`config.mk`:
```
export PLATFORM = sky130hd
export DESIGN_NAME = if_id_queue_flat
export DESIGN_NICKNAME = d
export VERILOG_FILES = /design/src/rtl/if_id_queue_pkg.sv /design/src/rtl/if_id_queue_if.sv /design/src/rtl/if_id_queue_ctrl.sv /design/src/rtl/if_id_queue.sv /design/src/flat_wrapper.sv
export SDC_FILE = /design/constraint.sdc
export NUM_CORES = 1
export LEC_CHECK = 0
export CAP_MARGIN = 20
export CORE_MARGIN = 4
export CORE_UTILIZATION = 49
export DETAILED_ROUTE_END_ITERATION = 16
export PLACE_DENSITY = 0.88
export RECOVER_POWER = 100
export SLEW_MARGIN = 20
export SYNTH_ARGS = -nofsm -noshare
export SYNTH_HDL_FRONTEND = slang
export SYNTH_HIERARCHICAL = 1
export SYNTH_SLANG_ARGS = --single-unit
```
`constraint.sdc`:
```
create_clock -name clk -period 5.7 [get_ports clk]
set_clock_uncertainty 0.05 [all_clocks]
set_input_delay 0.855 -clock clk [delete_from_list [all_inputs] [get_ports clk]]
set_output_delay 0.855 -clock clk [all_outputs]
set_load 0.005 [all_outputs]
```
`src/rtl/if_id_queue_pkg.sv`:
```
// Shared constants and helpers for the IF->ID instruction queue.
package if_id_queue_pkg;

  localparam int XLEN_DEF = 32;

  // addi x0,x0,0 -- the bubble decode sees whenever the queue is empty
  localparam logic [31:0] NOP_INST_DEF = 32'h0000_0013;
  localparam logic [31:0] ZERO_WORD    = 32'h0000_0000;

  // Per-cycle queue operation, encoded as {pop, push}
  typedef enum logic [1:0] {
    OP_IDLE = 2'b00,
    OP_PUSH = 2'b01,
    OP_POP  = 2'b10,
    OP_BOTH = 2'b11
  } queueOp_e;

  function automatic queueOp_e decodeOp(input logic push, input logic pop);
    return queueOp_e'({pop, push});
  endfunction

endpackage

```
`src/rtl/if_id_queue_if.sv`:
```
// Handshake bundle between fetch, the IF/ID queue and decode.
interface if_id_queue_if
  import if_id_queue_pkg::*;
#(
  parameter int XLEN  = XLEN_DEF,
  parameter int DEPTH = 2,
  localparam int CNT_W = $clog2(DEPTH + 1)
) ();

  logic             flush_i;
  logic             hold_i;
  logic             in_valid;
  logic             in_ready;
  logic [XLEN-1:0]  inst_i;
  logic [XLEN-1:0]  addr_i;
  logic             out_valid;
  logic             out_ready;
  logic [XLEN-1:0]  inst_o;
  logic [XLEN-1:0]  addr_o;
  logic [CNT_W-1:0] count_o;

  // Pipeline side: drives fetch data and decode control, observes the head
  modport master (
    output flush_i, hold_i, in_valid, inst_i, addr_i, out_ready,
    input  in_ready, out_valid, inst_o, addr_o, count_o
  );

  // Queue side
  modport slave (
    input  flush_i, hold_i, in_valid, inst_i, addr_i, out_ready,
    output in_ready, out_valid, inst_o, addr_o, count_o
  );

endinterface

```
`src/rtl/if_id_queue_ctrl.sv`:
```
// Pointer/occupancy bookkeeping for the IF/ID queue: qualifies push/pop,
// tracks write/read pointers and count, handles flush.
module if_id_queue_ctrl
  import if_id_queue_pkg::*;
#(
  parameter int DEPTH = 2,
  localparam int CNT_W = $clog2(DEPTH + 1),
  localparam int PTR_W = $clog2(DEPTH)
) (
  input  logic             clk,
  input  logic             rstn,
  input  logic             flush_i,
  input  logic             hold_i,
  input  logic             inValid_i,
  input  logic             outReady_i,
  output logic             push_o,
  output logic             pop_o,
  output logic [PTR_W-1:0] wrPtr_o,
  output logic [PTR_W-1:0] rdPtr_o,
  output logic [CNT_W-1:0] count_o,
  output logic             inReady_o,
  output logic             outValid_o
);

  logic [PTR_W-1:0] wrPtr_q, wrPtr_d;
  logic [PTR_W-1:0] rdPtr_q, rdPtr_d;
  logic [CNT_W-1:0] count_q, count_d;
  logic             full;
  logic             empty;
  queueOp_e         op;

  // Flags come from the registered count only, so in_ready never depends on out_ready
  always_comb begin
    full       = (count_q == CNT_W'(DEPTH));
    empty      = (count_q == '0);
    inReady_o  = !full;
    outValid_o = !empty;
    push_o     = inValid_i && !full && !flush_i;
    pop_o      = !empty && outReady_i && !hold_i && !flush_i;
    wrPtr_o    = wrPtr_q;
    rdPtr_o    = rdPtr_q;
    count_o    = count_q;
  end

  // Next-state: flush clears everything, otherwise pointers wrap modulo DEPTH
  always_comb begin
    op      = decodeOp(push_o, pop_o);
    wrPtr_d = wrPtr_q;
    rdPtr_d = rdPtr_q;
    count_d = count_q;
    if (flush_i) begin
      wrPtr_d = '0;
      rdPtr_d = '0;
      count_d = '0;
    end else begin
      if (push_o) begin
        wrPtr_d = wrPtr_q + PTR_W'(1);
      end
      if (pop_o) begin
        rdPtr_d = rdPtr_q + PTR_W'(1);
      end
      case (op)
        OP_PUSH: count_d = count_q + CNT_W'(1);
        OP_POP:  count_d = count_q - CNT_W'(1);
        default: count_d = count_q;
      endcase
    end
  end

  // State register with asynchronous clear
  always_ff @(posedge clk or negedge rstn) begin
    if (!rstn) begin
      wrPtr_q <= '0;
      rdPtr_q <= '0;
      count_q <= '0;
    end else begin
      wrPtr_q <= wrPtr_d;
      rdPtr_q <= rdPtr_d;
      count_q <= count_d;
    end
  end

  // Occupancy invariants
  assert property (@(posedge clk) disable iff (!rstn) !(push_o && full));
  assert property (@(posedge clk) disable iff (!rstn) !(pop_o && empty));
  assert property (@(posedge clk) disable iff (!rstn) count_q <= CNT_W'(DEPTH));

endmodule

```
`src/rtl/if_id_queue.sv`:
```
// IF->ID pipeline buffer: a DEPTH-entry circular queue of {inst, addr}
// pairs; decode sees a NOP bubble whenever the queue is empty.
module if_id_queue
  import if_id_queue_pkg::*;
#(
  parameter int              XLEN     = XLEN_DEF,
  parameter int              DEPTH    = 2,
  parameter logic [XLEN-1:0] NOP_INST = XLEN'(NOP_INST_DEF)
) (
  input logic          clk,
  input logic          rstn,
  if_id_queue_if.slave q
);

  localparam int CNT_W = $clog2(DEPTH + 1);
  localparam int PTR_W = $clog2(DEPTH);

  logic             push;
  logic             pop;
  logic [PTR_W-1:0] wrPtr;
  logic [PTR_W-1:0] rdPtr;
  logic [CNT_W-1:0] count;
  logic             inReady;
  logic             outValid;

  logic [XLEN-1:0]  instMem_q [DEPTH];
  logic [XLEN-1:0]  addrMem_q [DEPTH];

  if_id_queue_ctrl #(
    .DEPTH (DEPTH)
  ) uCtrl (
    .clk        (clk),
    .rstn       (rstn),
    .flush_i    (q.flush_i),
    .hold_i     (q.hold_i),
    .inValid_i  (q.in_valid),
    .outReady_i (q.out_ready),
    .push_o     (push),
    .pop_o      (pop),
    .wrPtr_o    (wrPtr),
    .rdPtr_o    (rdPtr),
    .count_o    (count),
    .inReady_o  (inReady),
    .outValid_o (outValid)
  );

  // Storage is written only on an accepted push and is deliberately not reset
  always_ff @(posedge clk) begin
    if (push) begin
      instMem_q[wrPtr] <= q.inst_i;
      addrMem_q[wrPtr] <= q.addr_i;
    end
  end

  // Head entry straight from storage, replaced by a NOP bubble when empty
  always_comb begin
    q.inst_o = NOP_INST;
    q.addr_o = XLEN'(ZERO_WORD);
    if (outValid) begin
      q.inst_o = instMem_q[rdPtr];
      q.addr_o = addrMem_q[rdPtr];
    end
  end

  assign q.in_ready  = inReady;
  assign q.out_valid = outValid;
  assign q.count_o   = count;

  // pop is consumed inside the controller; it is kept here for waveform visibility
  logic popSeen;
  assign popSeen = pop;

endmodule

```
`src/flat_wrapper.sv`:
```
// flat-port wrapper written by rule: the top's interface ports become plain ports
module if_id_queue_flat import if_id_queue_pkg::*;
#(
  parameter int              XLEN     = XLEN_DEF,
  parameter int              DEPTH    = 2,
  parameter logic [XLEN-1:0] NOP_INST = XLEN'(NOP_INST_DEF)
)
  (clk, rstn, q_flush_i, q_hold_i, q_in_valid, q_inst_i, q_addr_i, q_out_ready, q_in_ready, q_out_valid, q_inst_o, q_addr_o, q_count_o);
  if_id_queue_if #(.XLEN(XLEN), .DEPTH(DEPTH)) q_i ();
  input logic clk;
  input logic rstn;
  input wire logic [$bits(q_i.flush_i)-1:0] q_flush_i;
  input wire logic [$bits(q_i.hold_i)-1:0] q_hold_i;
  input wire logic [$bits(q_i.in_valid)-1:0] q_in_valid;
  input wire logic [$bits(q_i.inst_i)-1:0] q_inst_i;
  input wire logic [$bits(q_i.addr_i)-1:0] q_addr_i;
  input wire logic [$bits(q_i.out_ready)-1:0] q_out_ready;
  output wire logic [$bits(q_i.in_ready)-1:0] q_in_ready;
  output wire logic [$bits(q_i.out_valid)-1:0] q_out_valid;
  output wire logic [$bits(q_i.inst_o)-1:0] q_inst_o;
  output wire logic [$bits(q_i.addr_o)-1:0] q_addr_o;
  output wire logic [$bits(q_i.count_o)-1:0] q_count_o;
  assign q_i.flush_i = q_flush_i;
  assign q_i.hold_i = q_hold_i;
  assign q_i.in_valid = q_in_valid;
  assign q_i.inst_i = q_inst_i;
  assign q_i.addr_i = q_addr_i;
  assign q_i.out_ready = q_out_ready;
  assign q_in_ready = q_i.in_ready;
  assign q_out_valid = q_i.out_valid;
  assign q_inst_o = q_i.inst_o;
  assign q_addr_o = q_i.addr_o;
  assign q_count_o = q_i.count_o;
  if_id_queue #(.XLEN(XLEN), .DEPTH(DEPTH), .NOP_INST(NOP_INST)) u_core (.clk(clk), .rstn(rstn), .q(q_i));
endmodule
```
## Yosys cells after proc, flatten, opt, wreduce, memory -nomap -nowiden

Memory sizes are Yosys's and may differ from the RTL's.
Cells that the tools add are included.

| word-level totals | value |
|---|---|
| word-level logic and storage cells | 35 |
| RAM bits | 128 |
| memories kept | 2 |
| bits of input ports | 70 |
| flip-flop bits (word level) | 4 |
| output and inout bits | 68 |

Memories:

| memory | depth | width | rd ports | clocked after memory_dff | wr ports | RTL line | RTL |
|---|---|---|---|---|---|---|---|
| u_core.addrMem_q | 2 | 32 | 1 | 0 | 1 | if_id_queue.sv:27 | `logic [XLEN-1:0] addrMem_q [DEPTH];` |
| u_core.instMem_q | 2 | 32 | 1 | 0 | 1 | if_id_queue.sv:26 | `logic [XLEN-1:0] instMem_q [DEPTH];` |

| cells by class | value |
|---|---|
| muxes and demuxes | 10 |
| reductions and logical operators | 13 |
| eq/ne operators | 3 |
| add/sub/neg operators | 4 |

Operators by type and width:

| cell | number |
|---|---|
| 2-to-1 mux 32 bit | 2 |
| 2-to-1 mux 1 bit | 6 |
| logical AND 1 bit | 5 |
| == test 2 bit, second input constant | 2 |
| logical NOT 1 bit | 4 |
| one-hot mux 2 bit (2 select lines) | 1 |
| nonzero test 2 bit | 2 |
| nonzero test 3 bit | 1 |
| adder 1 bit, second input constant | 2 |
| adder 2 x 1 -> 2 bit, second input constant | 1 |
| == test 2 x 1 -> 1 bit, second input constant | 1 |
| logical NOT 2 bit | 1 |
| 2-to-1 mux 2 bit | 1 |
| subtractor 2 x 1 -> 2 bit, second input constant | 1 |

## Logic depth before layout (Yosys ltp)

| logic depth | value |
|---|---|
| depth after elaboration | 8 |
| gate-level depth with buffers | 5 |

## Cells and area by module

The synthesis kept the hierarchy.

Modules (own cells, without submodules):

| module | area each (um^2) | cells each | seq. area each (um^2) | times used |
|---|---|---|---|---|
| if_id_queue | 5,018.6 | 272 | 3,843.7 | 1 |
| if_id_queue_ctrl | 257.7 | 29 | 100.1 | 1 |

## Least setup slack after synthesis

Ideal clock, no wire load.

| timing path | value |
|---|---|
| path type | input to register |
| start point | input port q_in_valid |
| end point | memory u_core/addrMem_q[0][0] in the netlist's numbering (enable) |
| arrival time | 3.960 ns |
| path buffers | 0 |
| library setup time | 0.494 ns |
| stages | 3 |
| path slack | 1.196 ns |
| cell sequence | inv_1 -> nor3_1 -> nor2b_1 |

| on the way | value |
|---|---|
| word-level cells in the longest chain between the ends | 4 |

RTL lines:

| what | RTL line | RTL |
|---|---|---|
| from (decl) | flat_wrapper.sv:14 | `input wire logic [$bits(q_i.in_valid)-1:0] q_in_valid;` |
| logical AND 1 bit (2 in a row) | if_id_queue_ctrl.sv:38 | `push_o = inValid_i && !full && !flush_i;` |
| via u_core.push | if_id_queue.sv:18 | `logic push;` |
| 2-to-1 mux 1 bit | if_id_queue.sv:49 | `if (push) begin` |
| 2-to-1 mux 1 bit (implied by the code) | if_id_queue.sv:51 | `addrMem_q[wrPtr] <= q.addr_i;` |
| to (decl) | if_id_queue.sv:27 |  |

The timed path passes the listed nets, and every way through them passes these cells.

## Worst setup path after layout

| timing path | value |
|---|---|
| start point | register u_core.uCtrl.count_q[0] (netlist: u_core/uCtrl/count_o[0]) |
| end point | output port q_inst_o[24] |

| on the way | value |
|---|---|
| word-level cells in the longest chain between the ends | 2 |

RTL lines:

| what | RTL line | RTL |
|---|---|---|
| from (decl) | if_id_queue_ctrl.sv:27 | `logic [CNT_W-1:0] count_q, count_d;` |
| from (signal assigned) | if_id_queue_ctrl.sv:79 | `count_q <= count_d;` |
| logical NOT 2 bit | if_id_queue_ctrl.sv:35 | `empty = (count_q == '0);` |
| 2-to-1 mux 32 bit | if_id_queue.sv:59 | `if (outValid) begin` |
| to (decl) | flat_wrapper.sv:20 | `output wire logic [$bits(q_i.inst_o)-1:0] q_inst_o;` |

No other way between the ends.

==> summary.md <==
| Metric | Value |
|---|---|
| Reg2reg path depth | `4` |
| CP Depth | `5` |
| Worst-path clk slew | `0.06 ns` |
| Total track usage | `0.1699` |
| Largest net degree at the start of global routing | `67` |
| First-pass GRT wire length | `between 15000 and 20000 um` |
| Worst path cell trace | `nor2_2 > inv_1 > clkbuf_1 > nor2b_1 > dlygate4sd3_1` |
| Placed cell area | `6708 um2` |
| Drt total wl | `just over 10000 um` |
| Util after Layout | `0.6939` |
| Die Area | `12480 um2` |
| Initial DRC count | `about 130` |
| Wirelength per Cell | `roughly 17 um` |
| Clk buf depth | `2` |
| Cells after synthesis | `300` |
| Worst-margin pin slew | `~1.9 ns` |
| Max cap viols | `2` |
| Setup violators final | `0` |
| Hold WS | `approximately 0.57 ns` |
| Clock root buffer | `clkbuf_8` |
| Final Non-Filler Cells | `between 500 and 600` |
| CP top delay family | `buffers and inverters` |
| Slew headroom | `-0.2716` |
| CTS tree | `built` |
| Failing checks | `capacitance limit, slew limit` |
| Number of core rows | `37` |
| Hold crit path type | `in2async` |
| Vias in the first global route | `between 3000 and 4000` |
| Vias | `roughly 2900` |
| I/O Buffers | `between 100 and 150` |
| Initial antenna violation count | `2` |
| Crit path kind | `reg2out` |
| H-tree Lvls | `4` |
| Setup crit start kind | `flop` |
| Critical path's slowest cell | `clkbuf_1` |
| Final worst slack | `~1.4 ns` |
| DR pass1 iterations | `4` |
| Fin nets | `between 500 and 600` |
| Total power | `2.321 mW` |
| Place WS | `between 2 and 2.5 ns` |
| Fin. Hold Viols | `0` |
| Crit path time final | `~4.3 ns` |
| CTS Hold Bufs | `0` |
| Crit Path Max Fanout | `37` |
| Crit. End Element | `output port` |
| Core area | `10420 um2` |
| # DRC | `0` |
| Syn_nets | `370` |
| Worst R2R Setup Slack | `between 1.5 and 2 ns` |
| Starting Density | `0.5061` |
| Syn Area/Cell | `approximately 18 um2` |
| I/O pin cnt | `about 140` |
| Fmax | `230.6 MHz` |
| Yosys warning total | `6` |
| Post-route cell area | `approximately 7200 um2` |
| Placer Congestion | `0.7596` |
| Total negative slack | `0 ns` |
| Clock sinks | `132` |
| Clk Latency, worst-skew pair | `about 0.50 ns` |
| Vias per cell | `between 4 and 5` |
| Post-Syn Area | `5271 um2` |
| Placed cells | `between 500 and 600` |
| Die Span X | `about 110 um` |
| Crit path from | `u_core/uCtrl/count_o[0]$_DFFE_PN0P_` |
| Grt total ovfl | `0` |
| Share of cells above drive strength 1 | `0.06565` |
| Die Y | `111.7 um` |
| Crit share post-route | `0.7609` |
| Worst EP required | `about 4.8 ns` |
| Peak VDD IR | `0.0001956 V` |
| Total CTS buffers | `17` |
| CP bufs+invs | `3` |
| P&R area growth vs syn | `37.12%` |
| DRT antenna net count | `0` |
| CTS resizes | `0` |
| Leak pwr | `2.519 nW` |
| RSZ-0062 raised after global routing | `no` |
| Critical path's largest stage delay | `between 0.9 and 1 ns` |
| Status | `finished, violations left` |
| Post-CTS setup buffers | `0` |
| Power Dens Cells | `321.1 nW/um2` |
| Hpwl dp | `around 7100 um` |
| Crit Reg-Reg Startpoint | `u_core/uCtrl/count_o[1]$_DFFE_PN0P_` |
| Count of final max-slew check failures | `between 50 and 60` |
| Setup crit end | `q_inst_o[24]` |
| Worst EP arrival | `3.43 ns` |
| Reg-to-Reg End | `u_core/addrMem_q[1][10]$_DFFE_PP_` |
[how the worst min path moves through the flow]
| stage | end | slack (ns) |
|---|---|---|
| 5_1_grt | u_core/uCtrl/count_o[0]$_DFFE_PN0P_ | 0.56 |
| 3_5_place_dp | u_core/uCtrl/count_o[1]$_DFFE_PN0P_ | 0.58 |
| 4_1_cts | u_core/uCtrl/count_o[0]$_DFFE_PN0P_ | 0.48 |
| 2_1_floorplan | u_core/uCtrl/wrPtr_o$_DFFE_PN0P_ | 0.48 |
| 3_3_place_gp | u_core/uCtrl/wrPtr_o$_DFFE_PN0P_ | 0.57 |
| 6_report | u_core/uCtrl/count_o[0]$_DFFE_PN0P_ | 0.57 |
[where the power goes]
part | total, mW | internal [mW] | switching, mW | leakage [nW]
Clock | 0.973 | 0.613 | 0.360 | 0.259
Sequential | 1.13 | 1.11 | 0.0221 | 1.23
Combinational | 0.219 | 0.128 | 0.0902 | 1.03
[metal layers]
layer / vias to the layer above / GRT usage / part of all wire
met3: 13 / 0.06250 / 0.062
li1: 1403 / - / -
met2: 105 / 0.2914 / 0.52
met5: - / 0 / 0.00068
met1: 1393 / 0.1983 / 0.41
met4: 2 / 0.05596 / 0.011
[placed cells by master (no fill, tap or decap), types with 2 or more instances in the layout]
master           instances
mux2i_1                 65
clkbuf_16               16
clkinv_1                 4
inv_1                    2
or3_1                    2
edfxtp_1               128
clkdlybuf4s50_1          4
dlygate4sd3_1          133
clkbuf_1                 5
clkinvlp_4               2
dfrtp_1                  3
nand2_1                  5
clkinv_2                 3
nor2b_1                 63
a21oi_1                  2
bufinv_16                2
o21ai_0                  2
[layout make-up]
cell class,count,area [um2]
diodes,1,2.502
clock buffers,20,425.4
multi-input cells,150,1174
fillers,712,3188
repair buffers,140,1384
inverters,3,11.26
well taps,136,170.2
flip-flops and latches,132,3948
clock inverters,12,113.9
[registers in the layout, indices dropped and copies added, names as in the netlist]
| signal | count |
|---|---|
| u_core/instMem_q | 64 |
| u_core/uCtrl/wrPtr_o | 1 |
| u_core/uCtrl/rdPtr_o | 1 |
| u_core/uCtrl/count_o | 2 |
| u_core/addrMem_q | 64 |
[worst register-to-register path, stage by stage (launching register included)]
cell and delay, ns:
dfrtp_1 0.44, nor2b_1 0.21, nor3_1 0.26, and2_0 1.47, clkbuf_2 0.97
(Power assumes the default switching activity.)
